<file path="config.mk">
export PLATFORM = sky130hd
export DESIGN_NAME = dcache_refill_ctrl
export DESIGN_NICKNAME = d
export VERILOG_FILES = /design/src/rtl/dcache_pkg.sv /design/src/rtl/dcache_refill_ctrl.sv
export SDC_FILE = /design/constraint.sdc
export NUM_CORES = 1
export LEC_CHECK = 0
export BUFFER_PORTS_ARGS = -buffer_cell sky130_fd_sc_hd__buf_4
export CAP_MARGIN = 10
export CORE_ASPECT_RATIO = 1.75
export CORE_MARGIN = 2
export CORE_UTILIZATION = 39
export DETAILED_ROUTE_END_ITERATION = 8
export GPL_TIMING_DRIVEN = 0
export PLACE_DENSITY = 0.75
export REMOVE_ABC_BUFFERS = 1
export SLEW_MARGIN = 5
export SYNTH_ARGS = -nofsm -noshare
export SYNTH_HDL_FRONTEND = slang
export SYNTH_SLANG_ARGS = --single-unit
</file>
<file path="constraint.sdc">
create_clock -name clk -period 1.25 [get_ports clk]
set_input_delay 0.25 -clock clk [delete_from_list [all_inputs] [get_ports clk]]
set_output_delay 0.25 -clock clk [all_outputs]
set_load 0.005 [all_outputs]
</file>
<file path="src/rtl/dcache_pkg.sv">
// Shared definitions for the D-cache refill path: FSM states, line geometry and
// the helper that strips the line offset from an address.
package dcache_pkg;

    localparam int LINE_WORDS = 16;
    localparam int ADDR_W     = 32;
    localparam int OFF_W      = 6;

    typedef enum logic [2:0] {
        IDLE    = 3'd0,
        WB_REQ  = 3'd1,
        WB_WAIT = 3'd2,
        RD_REQ  = 3'd3,
        RD_DATA = 3'd4,
        FILL    = 3'd5,
        DONE    = 3'd6
    } state_t;

    function automatic logic [ADDR_W-1:0] line_align(input logic [ADDR_W-1:0] addr);
        return {addr[ADDR_W-1:OFF_W], {OFF_W{1'b0}}};
    endfunction

endpackage

</file>
<file path="src/rtl/dcache_refill_ctrl.sv">
// Sequences a single D-cache miss: optional victim writeback, one read burst,
// beat counting into the return buffer, array fill and done/error report.
module dcache_refill_ctrl #(
    parameter int LINE_WORDS = dcache_pkg::LINE_WORDS,
    parameter int ADDR_W     = dcache_pkg::ADDR_W,
    parameter int OFF_W      = dcache_pkg::OFF_W
) (
    input  logic              clk,
    input  logic              rstn,
    input  logic              miss_req,
    input  logic [ADDR_W-1:0] miss_addr,
    input  logic              miss_dirty,
    input  logic [ADDR_W-1:0] victim_addr,
    output logic              rd_req,
    output logic [ADDR_W-1:0] rd_addr,
    input  logic              rd_rdy,
    input  logic              ret_valid,
    input  logic              ret_last,
    output logic              wr_req,
    output logic [ADDR_W-1:0] wr_addr,
    input  logic              wr_rdy,
    input  logic              wr_done,
    output logic              buf_clr,
    output logic [3:0]        beat_idx,
    output logic              fill_we,
    output logic              miss_busy,
    output logic              miss_done,
    output logic              miss_err
);
    import dcache_pkg::*;

    localparam logic [3:0] LAST_IDX = 4'(LINE_WORDS - 1);

    state_t            state_reg, state_next;
    logic [3:0]        beat_idx_reg, beat_idx_next;
    logic              err_reg, err_next;
    logic              rd_first_reg, rd_first_next;
    logic [ADDR_W-1:0] rd_line_reg, rd_line_next;
    logic [ADDR_W-1:0] wr_line_reg, wr_line_next;
    logic [ADDR_W-1:0] miss_line, victim_line;

    // Default geometry reuses the shared helper; other widths mask locally.
    generate
        if (ADDR_W == dcache_pkg::ADDR_W && OFF_W == dcache_pkg::OFF_W) begin : g_pkg_align
            assign miss_line   = line_align(miss_addr);
            assign victim_line = line_align(victim_addr);
        end else begin : g_local_align
            assign miss_line   = {miss_addr[ADDR_W-1:OFF_W], {OFF_W{1'b0}}};
            assign victim_line = {victim_addr[ADDR_W-1:OFF_W], {OFF_W{1'b0}}};
        end
    endgenerate

    always_ff @(posedge clk) begin
        if (!rstn) begin
            state_reg    <= IDLE;
            beat_idx_reg <= 4'd0;
            err_reg      <= 1'b0;
            rd_first_reg <= 1'b0;
            rd_line_reg  <= '0;
            wr_line_reg  <= '0;
        end else begin
            state_reg    <= state_next;
            beat_idx_reg <= beat_idx_next;
            err_reg      <= err_next;
            rd_first_reg <= rd_first_next;
            rd_line_reg  <= rd_line_next;
            wr_line_reg  <= wr_line_next;
        end
    end

    always_comb begin
        state_next    = state_reg;
        beat_idx_next = beat_idx_reg;
        err_next      = err_reg;
        rd_first_next = 1'b0;
        rd_line_next  = rd_line_reg;
        wr_line_next  = wr_line_reg;

        case (state_reg)
            IDLE: begin
                if (miss_req) begin
                    rd_line_next = miss_line;
                    wr_line_next = victim_line;
                    err_next     = 1'b0;
                    if (miss_dirty) begin
                        state_next = WB_REQ;
                    end else begin
                        state_next    = RD_REQ;
                        rd_first_next = 1'b1;
                    end
                end
            end
            WB_REQ: begin
                if (wr_rdy) state_next = WB_WAIT;
            end
            WB_WAIT: begin
                // The read must not overtake the victim writeback response.
                if (wr_done) begin
                    state_next    = RD_REQ;
                    rd_first_next = 1'b1;
                end
            end
            RD_REQ: begin
                if (rd_first_reg) beat_idx_next = 4'd0;
                if (rd_rdy) state_next = RD_DATA;
            end
            RD_DATA: begin
                if (ret_valid) begin
                    beat_idx_next = beat_idx_reg + 4'd1;
                    if (ret_last) begin
                        err_next   = (beat_idx_reg != LAST_IDX);
                        state_next = FILL;
                    end
                end
            end
            FILL: begin
                state_next = DONE;
            end
            DONE: begin
                beat_idx_next = 4'd0;
                state_next    = IDLE;
            end
            default: begin
                state_next = IDLE;
            end
        endcase
    end

    assign rd_req    = (state_reg == RD_REQ);
    assign buf_clr   = (state_reg == RD_REQ) && rd_first_reg;
    assign wr_req    = (state_reg == WB_REQ);
    assign fill_we   = (state_reg == FILL);
    assign miss_done = (state_reg == DONE);
    assign miss_err  = (state_reg == DONE) && err_reg;
    assign miss_busy = (state_reg != IDLE);
    assign rd_addr   = rd_line_reg;
    assign wr_addr   = wr_line_reg;
    assign beat_idx  = beat_idx_reg;

endmodule
</file>
==> results.tsv, run 1 <==
metric	value	unit
HP Class	input pin to flip-flop	
Final nets	538	
vias in the first global route	2752	
Slowest cell on crit path	dfxtp_4	
Initial Util	40.3	%
synthesized area	2490	um^2
Clk pin slew, worst setup/hold paths	0.06	ns
post-DR wirelength/cell	18.1	um
Worst Path Buf+Inv	2	
Lkg Pwr	0.00220	uW
setup ws final	-0.290	ns
final WL	9.94	mm
initial DRC count	168	
routability-driven placement congestion ratio	0.737	
crit-path max cell delay	0.39	ns
Syn Area/Cell	7.93	um^2
first-pass detailed-route iteration total	4	
DRC viols	0	
DRT antenna net count	0	
status	complete, but fails checks	
root buf cell	clkbuf_8	
leading area contributor after synthesis	dfxtp_1	
fmax	649	MHz
Min Clock Period, post-route	1.54	ns
GRT overflow	0	
CP Depth	4	
PortBufs	123	
Synth Instances	314	
std cell rows	38	
Max IR drop VDD	1.79	mV
Worst EP arrival	1.29	ns
most common cell in the netlist	nand2_1	
post-DR vias/cell	5.17	
hold path cells	3	
Net Sw Power	3560	uW
share of cells above drive strength 1	71.2	%
largest net degree at the start of global routing	33	
switch share	38.1	%
R2R cell count	7	
worst-path maximum fanout	7	
Int Pwr	5780	uW
Max-Slew Margin vs Limit	39.7	%
Final Setup Violations	67	
core area	6180	um^2
CTS Sinks	61	
total power	9340	uW
clk_skew	0.00325	ns
Least-Margin Pin Slew	0.903	ns
total number of yosys warnings	0	
total die area	7070	um^2
Top Ports	148	
Setup CP Type	flip-flop to output port	
Place WS	-0.601	ns
CP Capture Type	output port	
type of origin of the critical path	flip-flop	
crit path cell chain	and2b_4, inv_2, nor2_2, buf_4	
placed cell count	499	
Synth top area share	49.0	%
FF+latch count, synth	61	
Fill cells	388	
sequential power share	29.2	%
clk_lat worst skew	0.34	ns
DP Wirelength	4.66	mm
fin crit share	123	%
H-tree depth	3	
GRT Util Overall	25.6	%
max-slew violations	0	
Final Instance Count excl. Fillers	549	
pwr/cell area	1920	nW/um^2
Die W	64.4	um
initial antenna violation count	0	
final core occ	78.5	%
synthesis-to-layout area growth	94.9	%
TritonCTS clock tree	yes	
WP data required	1.00	ns
Post-synth ARST share	0	%
die span in y	110	um
synth unique cells	41	
total CTS buffers	9	
final hold vios	0	
CP top delay family	flip-flops	
max-cap violations	0	
Vias	2840	
register area share after synthesis	49.0	%
Logic pwr share	52.7	%
clk buf depth	2	
clock share of power	18.2	%
diode count	0	
Synth area leaders	dfxtp_1, nand2_1, a21oi_1, buf_4, buf_2	
global-route wire length before repair	13.4	mm
failing checks	setup timing	
Commonest cells post-synth	nand2_1, dfxtp_1, a21oi_1	
number of synthesized flops with an enable pin	0	
ys flop type	dfxtp_1	
RSZ-0062 raised after global routing	yes	
-- worst min-delay path, cell delays in order --
cell,delay [ns]
buf_4,0.12
nand2_4,0.04
a21oi_2,0.04
-- routing by layer --
| metal | global-route usage, % | vias up | part of all wire, % |
|---|---|---|---|
| li1 | - | 1316 | - |
| met1 | 25.9 | 1374 | 35 |
| met2 | 46.4 | 118 | 56 |
| met3 | 4.81 | 32 | 4.7 |
| met4 | 18.1 | 0 | 4.3 |
| met5 | 0 | - | 0 |
-- power by group through the flow --
| stage | clock [uW] | sequential [uW] | combinational [uW] |
|---|---|---|---|
| 4_1_cts | 1710 | 2660 | 4360 |
| 3_3_place_gp | 0 | 2640 | 2050 |
| 2_1_floorplan | 0 | 2640 | 1050 |
| 6_report | 1700 | 2730 | 4920 |
| 5_1_grt | 1800 | 2760 | 5180 |
| 3_5_place_dp | 0 | 2660 | 2230 |
-- path summary, 6_finish.rpt --
kind                       from           to  slack (ns)
setup / recovery   state_reg[2]       rd_req       -0.29
hold / removal    miss_addr[12]  rd_addr[12]        0.14
setup reg to reg   state_reg[2]  beat_idx[0]       -0.27
hold reg to reg     rd_addr[13]  rd_addr[13]        0.46
-- placed cells by master, fill, tap and decap left out, drive strengths merged, types with 2 or more instances in the layout --
master and count:
a21oi 54, and2 5, and3 3, buf 154
clkbuf 18, conb 12, dfxtp 61, inv 5
mux2i 2, nand2 110, nand2b 2, nand3 3
nor2 9, nor2b 3, nor3 4, o21ai 2
-- kinds of logic (layout without fill, tap and decap cells) --
logic type                 after synthesis  after routing  synth area share (%)
AOI/OAI and AO/OA                       69             69                  15.5
adders and majority gates                1              1                 0.502
buffers and inverters                   37            177                  8.79
DFF                                     61             61                  49.0
muxes                                    3              3                  1.41
other                                    1             12                 0.151
and+or+nand+nor                        142            146                  24.6
-- what timing repair did --
item | CTS | global route
cloned | 10 | 2
pin swaps | 85 | 71
endpoints found under the setup margin | 67 | 67
hold buffers | 0 | 0
gates resized for setup | 128 | 128
buffers inserted | 22 | 13
-- through the flow --
step,cell area [um^2],setup TNS [ns],hold WS [ns]
after global placement,3360,-76.85,0.442
after global routing,4850,-15.07,0.141
after floorplan,2330,-37.16,0.368
after detailed placement,3440,-30.70,0.447
after CTS,4450,-8.02,0.131
final,4850,-10.71,0.144
-- area by class of cell --
cell class              count  area (um^2)  area share, %
flip-flops and latches     61         1230           25.4
repair buffers            156         1410           28.9
inverters                   5         21.3          0.438
well taps                  80          100           2.06
multi-input cells         231         1900           39.2
clock buffers              16          190           3.92
No activity file was read; power rests on OpenSTA's default activity.
==> run 2, diff against run 1 <==
CORE_ASPECT_RATIO = 0.7   (was 1.75)
==> results.tsv, run 2 (synthesis gave the netlist of run 1 again) <==
metric	value	unit
CTS Sinks	61	
type of origin of the critical path	flip-flop	
DP Wirelength	4.42	mm
routability-driven placement congestion ratio	0.795	
diode count	0	
Seq. cell area	1230	um^2
initial DRC count	117	
first-pass detailed-route iteration total	6	
Initial Util	40.1	%
Min Clock Period, post-route	1.52	ns
setup ws final	-0.268	ns
clk buf depth	2	
worst hold slack	0.162	ns
CP Capture Type	flip-flop	
Die W	99.5	um
Vias	2761	
post-DR vias/cell	4.97	
WP data required	1.50	ns
max-slew violations	0	
total CTS buffers	9	
clk_lat worst skew	0.33	ns
root buf cell	clkbuf_8	
Final Setup Violations	67	
Top Ports	148	
final hold vios	0	
Least-Margin Pin Slew	0.633	ns
GRT overflow	0	
DRC viols	0	
die span in y	70.9	um
global-route wire length before repair	13.3	mm
Worst EP arrival	1.77	ns
RSZ-0062 raised after global routing	yes	
pwr/cell area	2020	nW/um^2
Slowest cell on crit path	dfxtp_4	
TritonCTS clock tree	yes	
most frequent cells in the layout	buf_4, nand2_1, dfxtp_1, a21oi_1, a21oi_2	
core area	6220	um^2
crit path cell chain	buf_6, nor3_4, buf_4, and2_4, buf_6, buf_16, nand2_2, a21oi_1	
Max IR drop VDD	1.16	mV
synthesis-to-layout area growth	84.9	%
post-DR wirelength/cell	15.8	um
Fill cells	451	
share of cells above drive strength 1	57.9	%
max-cap violations	0	
Final Instance Count excl. Fillers	555	
failing checks	setup timing	
GRT Util Overall	24.2	%
Clk pin slew, worst setup/hold paths	0.07	ns
vias in the first global route	2699	
worst-path maximum fanout	7	
CP most frequent cell	buf_6	
fmax	659	MHz
std cell rows	24	
Setup CP Type	flip-flop to flip-flop	
HP Class	input pin to flip-flop	
fin crit share	121	%
H-tree depth	3	
placed cell count	497	
PortBufs	123	
DRT antenna net count	0	
initial antenna violation count	0	
Lkg Pwr	0.00206	uW
total power	9310	uW
Max-Slew Margin vs Limit	57.7	%
status	complete, but fails checks	
final WL	8.75	mm
crit-path max cell delay	0.37	ns
most common cell after layout, fill and taps aside	buf_4	
largest net degree at the start of global routing	33	
total die area	7050	um^2
clk_skew	0.00780	ns
Final nets	546	
footprint of the multi-input gates	1520	um^2
==> run 2: cell types whose count changed in the layout (fill, tap and decap cells not counted), sizes merged <==
cell | previous run | this run
bufinv | 0 | 2
clkinvlp | 0 | 3
clkinv | 0 | 1
buf | 154 | 165
clkbuf | 18 | 10
nand2 | 110 | 109
==> run 2: through the flow <==
| stage | utilization [%] | cell area [um^2] | worst slack [ns] | TNS [ns] |
|---|---|---|---|---|
| 2_1_floorplan | - | 2330 | -0.675 | -37.16 |
| 5_1_grt | 74.1 | 4610 | -0.344 | -17.44 |
| 3_3_place_gp | 53.9 | 3350 | -1.33 | -75.26 |
| 6_report | 74.1 | 4610 | -0.268 | -13.26 |
| 3_5_place_dp | 55.2 | 3430 | -0.640 | -31.66 |
| 4_1_cts | 71.9 | 4470 | -0.240 | -11.15 |
==> run 2: power breakdown <==
group / switching (uW) / internal, uW / total, uW
sequential: 327 / 2330 / 2660
clock: 776 / 1120 / 1890
combinational: 2120 / 2640 / 4760
total: 3220 / 6090 / 9310
==> run 2: layout make-up <==
cell class	count	share of cell area, %
clock inverters	6	1.90
well taps	78	2.12
clock buffers	10	2.77
multi-input cells	230	33.0
repair buffers	165	33.0
inverters	5	0.462
flip-flops and latches	61	26.8
==> run 2: path summary, 6_finish.rpt <==
path         cells past startpoint  slack [ns]       startpoint          end
min                              3        0.16  victim_addr[30]  wr_addr[30]
max                              8       -0.27     state_reg[2]  wr_addr[18]
max reg2reg                      8       -0.27     state_reg[2]  wr_addr[18]
min reg2reg                      2        0.46      rd_addr[29]  rd_addr[29]
==> run 2: per-layer routing <==
metal / part of all wire [%] / routed length, um / vias up / global-route usage, %
li1: - / - / 1332 / -
met1: 41 / 3570 / 1293 / 29.1
met3: 6.9 / 607 / 11 / 6.92
met5: 0 / 0 / - / 0
met4: 1.1 / 93 / 0 / 7.00
met2: 51 / 4480 / 125 / 42.3
==> run 2: what timing repair did <==
item | in CTS | in global routing
pin swaps | 61 | 13
gates resized for setup | 117 | 30
hold buffers | 0 | 0
setup buffers | 27 | 6
setup endpoints to repair | 68 | 67
gates cloned | 10 | 0
==> run 2: worst max-delay path: cells and delay by family (launching register included) <==
kind	cells	cell delay, ns
AND/OR/NAND/NOR	3	0.42
flip-flops	1	0.37
AO/OA/AOI/OAI	1	0.13
buffers and inverters	4	0.52
==> run 3, diff against run 2 <==
CORE_UTILIZATION = 40   (was 39)
CTS_BUF_LIST = sky130_fd_sc_hd__clkbuf_2   (was unset)
PLACE_DENSITY = 0.77   (was 0.75)
RECOVER_POWER = 25   (was unset)
==> results.tsv, run 3 (synthesis gave the netlist of run 1 again) <==
metric	value	unit
hold path start	rstn	
crit-path max cell delay	0.41	ns
DRC viols	0	
Lkg Pwr	0.00243	uW
GRT Util Overall	30.0	%
most frequent cells in the layout	buf_4, buf_6, dlygate4sd3_1, dfxtp_2, nand2_1	
crit path cell chain	and2b_4, and3_4, buf_6	
DRT antenna net count	0	
Least-Margin Pin Slew	0.761	ns
total CTS buffers	9	
share of cells above drive strength 1	71.3	%
Slowest cell on crit path	dfxtp_4	
type of origin of the critical path	flip-flop	
Hold EP	beat_idx[2]	
fmax	585	MHz
R2R setup slack	-0.41	ns
post-route design area	5600	um^2
RSZ-0062 raised after global routing	yes	
clk buf depth	2	
hold path cells	2	
status	complete, but fails checks	
final hold vios	0	
die span in y	70.0	um
Initial Util	40.7	%
vias in the first global route	3271	
max-slew violations	0	
Placed Area	3430	um^2
initial antenna violation count	0	
Min Clock Period, post-route	1.71	ns
global-route wire length before repair	16.1	mm
TritonCTS clock tree	yes	
GRT overflow	0	
reg2reg end	wr_addr[8]	
post-DR vias/cell	5.30	
failing checks	setup timing	
CP top delay family	simple AND/OR/NAND/NOR gates	
diode count	0	
Vias	3368	
first-pass detailed-route iteration total	4	
Worst Path Buf+Inv	1	
routability-driven placement congestion ratio	0.736	
pwr/cell area	1720	nW/um^2
synthesis-to-layout area growth	125	%
setup ws final	-0.459	ns
R2R cell count	8	
CP Capture Type	output port	
Setup CP Type	flip-flop to output port	
final WL	12.6	mm
fin crit share	137	%
worst-path maximum fanout	6	
Final nets	627	
std cell rows	24	
WP data required	1.00	ns
Top Ports	148	
max-cap violations	0	
initial DRC count	233	
root buf cell	clkbuf_2	
worst hold slack	0.0382	ns
Die W	98.3	um
most common cell after layout, fill and taps aside	buf_4	
total die area	6890	um^2
HP Class	input pin to flip-flop	
clk_lat worst skew	0.50	ns
Max IR drop VDD	1.14	mV
Clk pin slew, worst setup/hold paths	0.20	ns
Max-Slew Margin vs Limit	49.2	%
CTS Sinks	61	
H-tree depth	3	
PortBufs	123	
post-DR wirelength/cell	19.8	um
core area	6130	um^2
FF-to-FF Start	state_reg[2]	
total power	9640	uW
largest net degree at the start of global routing	32	
clk_skew	0.0273	ns
Worst EP arrival	1.46	ns
Final Setup Violations	74	
DP Wirelength	4.39	mm
==> run 3: layer usage <==
metal | GRT usage [%] | vias up | wire [um]
met5 | 0 | - | 0
met4 | 10.5 | 0 | 532
met3 | 7.81 | 53 | 894
met2 | 56.8 | 212 | 6660
met1 | 32.2 | 1611 | 4510
li1 | - | 1492 | -
==> run 3: through the flow <==
step	utilization, %	worst slack, ns	TNS, ns	instances
final	91.4	-0.459	-19.69	636
after global routing	91.4	-0.488	-23.76	636
after CTS	83.4	-0.449	-19.36	617
after detailed placement	56.0	-0.613	-28.38	497
after global placement	54.7	-1.37	-78.01	494
after floorplan	-	-0.675	-37.16	293
==> run 3: layout make-up <==
type                       instances  area, um^2
timing repair buffer             246        2430
multi-input combinational        230        1600
sequential                        61        1310
fill                             223         527
tap                               78        97.6
clock inverter                     6        87.6
clock buffer                      10        50.0
inverter                           5        21.3
==> run 3: power by group <==
| part | switching (uW) | internal, uW | total [uW] | leakage [uW] |
|---|---|---|---|---|
| registers | 374 | 2400 | 2770 | 0.000525 |
| clock network | 799 | 664 | 1460 | 0.0000742 |
| logic | 2440 | 2970 | 5410 | 0.00183 |
| total | 3610 | 6030 | 9640 | 0.00243 |
==> run 3: how the worst max path moves through the flow <==
| stage | endpoint | start | slack (ns) | depth (start not counted) |
|---|---|---|---|---|
| 2_1_floorplan | rd_addr[10] | state_reg[1] | -0.67 | 4 |
| 3_3_place_gp | rd_addr[13] | state_reg[1] | -1.37 | 4 |
| 3_5_place_dp | wr_addr[29] | state_reg[1] | -0.61 | 5 |
| 4_1_cts | buf_clr | state_reg[2] | -0.45 | 3 |
| 5_1_grt | buf_clr | state_reg[2] | -0.49 | 3 |
| 6_report | buf_clr | state_reg[2] | -0.46 | 3 |
==> run 3: worst register-to-register path, cell delays in order, from the launching register on <==
cell and delay [ns]:
dfxtp_4 0.41, buf_4 0.14, nor3_4 0.15, buf_6 0.14, and2_4 0.25, buf_12 0.14, buf_8 0.12, nand2_1 0.08
a21oi_1 0.15
==> run 3: repair_timing <==
item	in CTS	in global routing
gates resized for setup	171	116
endpoints found under the hold margin	54	0
pin swaps	36	39
gates cloned	7	2
buffers inserted	43	21
hold buffers	54	0
endpoints found under the setup margin	116	120
